--- src/rtl/cpu_multiply_serial.sv ---
// Radix-2 shift-add multiplier for MUL/MULH/MULHSU/MULHU. Latency is 34 edges from capture to result.
// Uses the latch/ready handshake: the result is held until the requester drops i_latch; dropping it early aborts.
module cpu_multiply_serial (
   input  logic        clk,
   input  logic        rst,
   input  logic        i_latch,
   input  logic [1:0]  i_op,
   input  logic [31:0] i_a,
   input  logic [31:0] i_b,
   output logic        o_ready,
   output logic [31:0] o_result
);

   typedef enum logic [1:0] {IDLE, RUN, FIX, DONE} state_t;

   state_t      state_q;
   logic [32:0] hi_q;
   logic [31:0] lo_q;
   logic [31:0] mcand_q;
   logic        neg_q;
   logic [1:0]  op_q;
   logic [4:0]  count_q;
   logic [31:0] result_q;

   logic        a_neg, b_neg;
   logic [32:0] sum;
   logic [63:0] prod;
   logic [63:0] prod_fix;

   always_comb begin
      a_neg    = i_a[31] & ((i_op == 2'b01) | (i_op == 2'b10));
      b_neg    = i_b[31] & (i_op == 2'b01);
      sum      = hi_q + (lo_q[0] ? {1'b0, mcand_q} : 33'd0);
      prod     = {hi_q[31:0], lo_q};
      prod_fix = neg_q ? (~prod + 64'd1) : prod;
   end

   // Operands are converted to magnitudes at capture; the sign is reapplied to the whole 64-bit product.
   always_ff @(posedge clk) begin
      if (rst) begin
         state_q  <= IDLE;
         hi_q     <= '0;
         lo_q     <= '0;
         mcand_q  <= '0;
         neg_q    <= 1'b0;
         op_q     <= 2'b00;
         count_q  <= '0;
         result_q <= '0;
      end else begin
         case (state_q)
            IDLE: begin
               if (i_latch) begin
                  mcand_q <= a_neg ? (~i_a + 32'd1) : i_a;
                  lo_q    <= b_neg ? (~i_b + 32'd1) : i_b;
                  hi_q    <= '0;
                  neg_q   <= a_neg ^ b_neg;
                  op_q    <= i_op;
                  count_q <= '0;
                  state_q <= RUN;
               end
            end
            RUN: begin
               if (!i_latch) begin
                  state_q <= IDLE;
               end else begin
                  hi_q    <= {1'b0, sum[32:1]};
                  lo_q    <= {sum[0], lo_q[31:1]};
                  count_q <= count_q + 5'd1;
                  if (count_q == 5'd31) begin
                     state_q <= FIX;
                  end
               end
            end
            FIX: begin
               if (!i_latch) begin
                  state_q <= IDLE;
               end else begin
                  result_q <= (op_q == 2'b00) ? prod_fix[31:0] : prod_fix[63:32];
                  state_q  <= DONE;
               end
            end
            DONE: begin
               if (!i_latch) begin
                  state_q <= IDLE;
               end
            end
            default: state_q <= IDLE;
         endcase
      end
   end

   assign o_ready  = (state_q == DONE) && i_latch;
   assign o_result = result_q;

endmodule

--- config.mk ---
export PLATFORM = sky130hd
export DESIGN_NAME = cpu_multiply_serial
export DESIGN_NICKNAME = d
export VERILOG_FILES = /design/src/rtl/cpu_multiply_serial.sv
export SDC_FILE = /design/constraint.sdc
export NUM_CORES = 1
export LEC_CHECK = 0
export ABC_AREA = 1
export CAP_MARGIN = 20
export CORE_ASPECT_RATIO = 0.75
export CORE_UTILIZATION = 39
export CTS_BUF_LIST = sky130_fd_sc_hd__clkbuf_8 sky130_fd_sc_hd__clkbuf_16
export DETAILED_ROUTE_END_ITERATION = 8
export HOLD_SLACK_MARGIN = 0.02
export PLACE_DENSITY = 0.58
export RECOVER_POWER = 25
export SLEW_MARGIN = 20
export SYNTH_ARGS = -nofsm -noshare
export SYNTH_HDL_FRONTEND = slang
export SYNTH_SLANG_ARGS = --single-unit
--- constraint.sdc ---
create_clock -name clk -period 2.6 [get_ports clk]
set_clock_uncertainty 0.1 [all_clocks]
set_input_delay 0.26 -clock clk [delete_from_list [all_inputs] [get_ports clk]]
set_output_delay 0.26 -clock clk [all_outputs]
set_load 0.02 [all_outputs]
==> After elaboration in Yosys (flattened, before gate mapping) <==
Index checks and enable logic that the tools add are counted.
{ "totals": {"latchBits": 0, "input_bits": 69, "romBits": 0, "elab_cells": 58, "output_inout_bits": 33, "ram_bits": 0, "memories": 0, "regBits": 139} }
{ "classes": {"eq_ne": 10, "muxes": 20, "multipliers": 0, "n_lt_le_gt_ge": 0, "n_reduce_logical": 8, "n_addsub": 5, "n_div": 0, "shift": 0, "bitwise_logic": 7} }
{ "ops": {"columns": ["op", "count"], "rows": [
  ["two-way mux 32 bit", 6],
  ["two-way mux 33 bit", 2],
  ["one-hot mux 33 bit (2 select lines)", 1],
  ["adder 32 x 1 -> 32 bit, second input constant", 2],
  ["adder 64 x 1 -> 64 bit, second input constant", 1],
  ["two-way mux 64 bit", 1],
  ["inverter 32 bit", 2],
  ["inverter 64 bit", 1],
  ["one-hot mux 32 bit (2 select lines)", 1],
  ["adder 33 x 32 -> 33 bit", 1],
  ["two-way mux 2 bit", 5],
  ["two-way mux 5 bit", 2],
  ["one-hot mux 5 bit (2 select lines)", 1],
  ["one-hot mux 2 bit (4 select lines)", 1],
  ["equality test 2 bit, second input constant", 3],
  ["inequality test 2 bit, second input constant", 3],
  ["AND reduction 3 bit", 2],
  ["adder 5 x 1 -> 5 bit, second input constant", 1],
  ["equality test 5 bit, second input constant", 1],
  ["equality test 2 x 1 -> 1 bit, second input constant", 2],
  ["zero test 2 bit", 2],
  ["AND reduction 2 bit", 2],
  ["inequality test 3 bit, second input constant", 1],
  ["bitwise AND 1 bit", 2],
  ["other kinds (4)", 4]
]} }

==> Logic depth before layout (Yosys ltp) <==
Gate-level depths: netlist (run 1).
{ "logic_depth": {"ltp_word": 5, "mapped_depth": 17, "depth_no_buf": 16} }

==> Least setup slack after synthesis (run 1) <==
No wires, ideal clock.
{ "synth_timing": {"path_kind": "reg2reg", "startpoint": "reg lo_q[0]", "endpoint": "reg hi_q[12]", "stages_incl_launch_ff": 15, "setup_time_ns": 0.132, "path_buffers": 2, "t_arrival_ns": 1.996, "t_required_ns": 2.368, "path_slack_ns": 0.372, "synth_period_minus_slack_ns": 2.228, "cell_sequence": "dfxtp_1 buf_2 buf_1 nand2_1 inv_1 ha_1 nand2_1 nand3_1 nand2_1 nand2_1 nand2_1 nand2_1 or2_2 nand3_1 a21oi_1"} }
{ "synth_between": {"elab_chain_cells": 4} }
{ "synth_lines": {"columns": ["element", "line", "rtl"], "rows": [
  ["from (decl)", "18", "logic [31:0] lo_q;"],
  ["from (signal assigned)", "54", "lo_q <= b_neg ? (~i_b + 32'd1) : i_b;"],
  ["from (signal assigned)", "67", "lo_q <= {sum[0], lo_q[31:1]};"],
  ["two-way mux 32 bit", "33", "sum = hi_q + (lo_q[0] ? {1'b0, mcand_q} : 33'd0);"],
  ["adder 33 x 32 -> 33 bit", "33", null],
  ["two-way mux 33 bit", "63", "if (!i_latch) begin"],
  ["one-hot mux 33 bit (2 select lines)", "50", "case (state_q)"],
  ["to (signal assigned)", "66", "hi_q <= {1'b0, sum[32:1]};"],
  ["to (decl)", "17", "logic [32:0] hi_q;"]
]} }
Every way passes these cells. The select of a mux whose other input is x is not followed.
A chain may end at the register's enable or synchronous reset.

==> Worst setup path in the final report (run 1) <==
{ "layout_timing": {"startpoint": "reg lo_q[0]", "endpoint": "reg hi_q[30]"} }
Same word-level chain as after synthesis.

==> flow_summary.toml, run 1 <==
[worst_setup_path]
r2r-start = "lo_q[0]$_SDFFE_PP0P_"
critPathKind = "reg -> reg"
start_kind = "register"
path_max_fanout = 31
r2r-end = "hi_q[30]$_SDFFE_PP0P_"
worstSetupStartpoint = "lo_q[0]$_SDFFE_PP0P_"
cp-endpoint = "hi_q[30]$_SDFFE_PP0P_"
cp.required_ns = 2.80
reg2reg_depth = 13
worst-r2r-setup-slack_ns = 0.05
arrival_ns = 2.75
end_kind = "register"

[timing]
hold_viol_final = 0
slew_headroom_pct = 16.83
slew_viol_final = 0
tns_ns = 0
period_needed_ns = 2.548
setup_ws_ns = 0.05166
fin_crit_sh_pct = 98.01
tightestPinTransition_ns = 1.248
rsz0062_at_grt = "true"
setup_viol = 0
fmax_mhz = 392.4

[synth]
synth_top_area_cell = "dfxtp_1"
synth.most_common_cell = "nand2_1"
synthArstFlopShare_pct = 0
synth_edf_count = 0
synth.net_count = 2285
ys_seq_area_share_pct = 22.83
synthCells = 2177
synth-seq-cells = 138
synth_area_leaders = "dfxtp_1 (23%), nand2_1 (20%), inv_1 (9.7%), nand3_1 (9.3%), nor2_1 (8.6%)"
ys_warn_count = 0
netlist.area_leader.share_pct = 22.83
syn_area_per_cell_um2 = 5.558
syn-cell-area_um2 = 12100
synth-main-ff-cell = "dfxtp_1"
synthTopCellsByCount = "nand2_1 (641), inv_1 (312), nor2_1 (276)"
synth_cell_type_count = 49

[clocking]
htree_levels = 4
clock_sinks = 138
path_clk_slew_ns = 0.07
cts_tree = "built"
cts-root-buf = "clkbuf_16"
insertion_delay_ns = 0.44
cts_buffer_depth = 2
cts_made_buffers = 17

[placed_design]
port_buffers = 101
place_area_um2 = 13780
hpwl_um = 38830
place_ws_ns = 0.08818
dp_cells = 2663
place_congestion = 0.9991

[global_route]
grt_first_pass_wirelength_um = 74890
top_usage_layer = "met1"
grt_max_degree = 61
grt_pass1_vias = 12743
antenna_found_initial = 0
grt_overflow = 0
use_met3_pct = 9.313
grt_util_all_layers_pct = 31.08
grt_use_met1_pct = 48.56
grt_use_met2_pct = 40.40

[die]
num_io_pins = 102
die_h_um = 154.5
die_area_um2 = 31740
core_um2 = 30350
start_util_pct = 39.87
die_w_um = 205.4
rows = 55

[pwr]
vdd_drop_max_uv = 327.1
leakagePower_nw = 7.436
p_per_area_nw_per_um2 = 449.5

[status]
status = "finished, final reports clean"

[layout]
stdcell_count = 2695
area_growth_pct = 19.23
diodes = 0
utilization_pct = 47.54
drive_above_1_share_pct = 6.098
design_area_um2 = 14430
fillers = 3322
final_net_count = 2391

[detailed_routing]
drt-pass1-iter-count = 5
ant_nets = 0
drc = 0
drt_iter0_markers = 1605
via_count = 14394
routedWlPerCell_um = 18.03
drt_wl_total_um = 48600
viasPerCell = 5.341

[min_path]
holdCritPathClass = "in -> reg"

[run]
drv_cap = 0
## sequential cells by signal (all words and copies together), names as in the netlist
signal,count
state_q,2
op_q,2
hi_q,32
mcand_q,32
o_result,32
neg_q,1
lo_q,32
count_q,5
## layout by cell type (no fill, tap or decap), types with 6 or more instances in the layout
| master | count |
|---|---|
| dlygate4sd3_1 | 28 |
| inv_1 | 313 |
| ha_1 | 36 |
| o22ai_1 | 20 |
| nand2_1 | 640 |
| a31oi_1 | 23 |
| o21ai_0 | 121 |
| nand3_1 | 223 |
| nand3_2 | 6 |
| buf_4 | 50 |
| nand4_1 | 34 |
| a21oi_1 | 147 |
| nand3b_1 | 15 |
| clkbuf_16 | 17 |
| nor3_1 | 13 |
| nor2_2 | 9 |
| clkdlybuf4s50_1 | 72 |
| nor2_1 | 277 |
| or2_2 | 13 |
| xor2_1 | 18 |
| dfxtp_1 | 136 |
## how the worst min path moves through the flow
stage | depth (start not counted) | slack, ns | start | end
floorplan | 2 | 0.26 | i_op[0] | op_q[0]$_SDFFE_PP0P_
global placement | 2 | 0.36 | count_q[4]$_SDFFE_PP0P_ | count_q[4]$_SDFFE_PP0P_
detailed placement | 2 | 0.37 | count_q[4]$_SDFFE_PP0P_ | count_q[4]$_SDFFE_PP0P_
CTS | 2 | 0.23 | rst | hi_q[22]$_SDFFE_PP0P_
global route | 2 | 0.27 | rst | hi_q[21]$_SDFFE_PP0P_
finish | 2 | 0.25 | rst | hi_q[21]$_SDFFE_PP0P_
## area by class of cell
class / count / area, um^2 / area share [%]
Multi-Input combinational cell: 1650 / 7860 / 54.48
Sequential cell: 138 / 2765 / 19.17
Timing Repair Buffer: 156 / 1451 / 10.06
Inverter: 320 / 1202 / 8.334
Tap cell: 399 / 499.2 / 3.460
Clock buffer: 18 / 439.2 / 3.044
Clock inverter: 14 / 210.2 / 1.457
## through the flow
step / hold slack, ns / total power, mW
finish: 0.2545 / 6.485
floorplan: 0.2631 / 3.170
detailed placement: 0.3674 / 3.699
global placement: 0.3575 / 3.697
CTS: 0.2255 / 6.491
global route: 0.2678 / 6.766
## cell families (layout without fill, tap and decap cells)
kind of cell	Yosys count	in the layout	share of synthesized area (%)
buf+inv	389	508	12.34
fa+ha+maj	39	39	4.095
compound gates	340	340	15.26
flops	138	138	22.83
xor+xnor	22	22	1.592
simple gates	1249	1249	43.88
## what timing repair did
action,CTS,global route
endpoints found under the setup margin,0,13
hold buffers,0,0
resized for setup,0,7
buffers inserted,0,0
## per-layer routing
metal  vias to the layer above  routed length, um
met4                         0                651
met1                      6520              24460
met3                        37               5418
met2                       629              18070
li1                       7208                  -
met5                         -                  0
## worst max-delay path, cell delays in order, from the launching register on
cell and delay, ns:
dfxtp_2 0.34, buf_12 0.16, nand2_1 0.08, inv_1 0.04
ha_1 0.47, nand2_1 0.18, nor2_1 0.36, nand2_1 0.13
nor2_1 0.13, nand2_1 0.14, nand2_1 0.09, nand2_1 0.05
nand3_1 0.06, a21oi_1 0.07
## where the power goes
group / internal (mW) / total [mW] / switching (mW)
Sequential: 2.20 / 2.30 / 0.100
Combinational: 0.470 / 1.40 / 0.931
Clock: 1.66 / 2.79 / 1.13
Total: 4.33 / 6.48 / 2.16
Power figures use the tool's default switching activity.
==> run 2, diff against run 1 <==
Settings changed: CTS_CLUSTER_SIZE from default to 28.
==> results of run 2 <==
The final DEF is identical to that of run 1; final timing and power are the same.
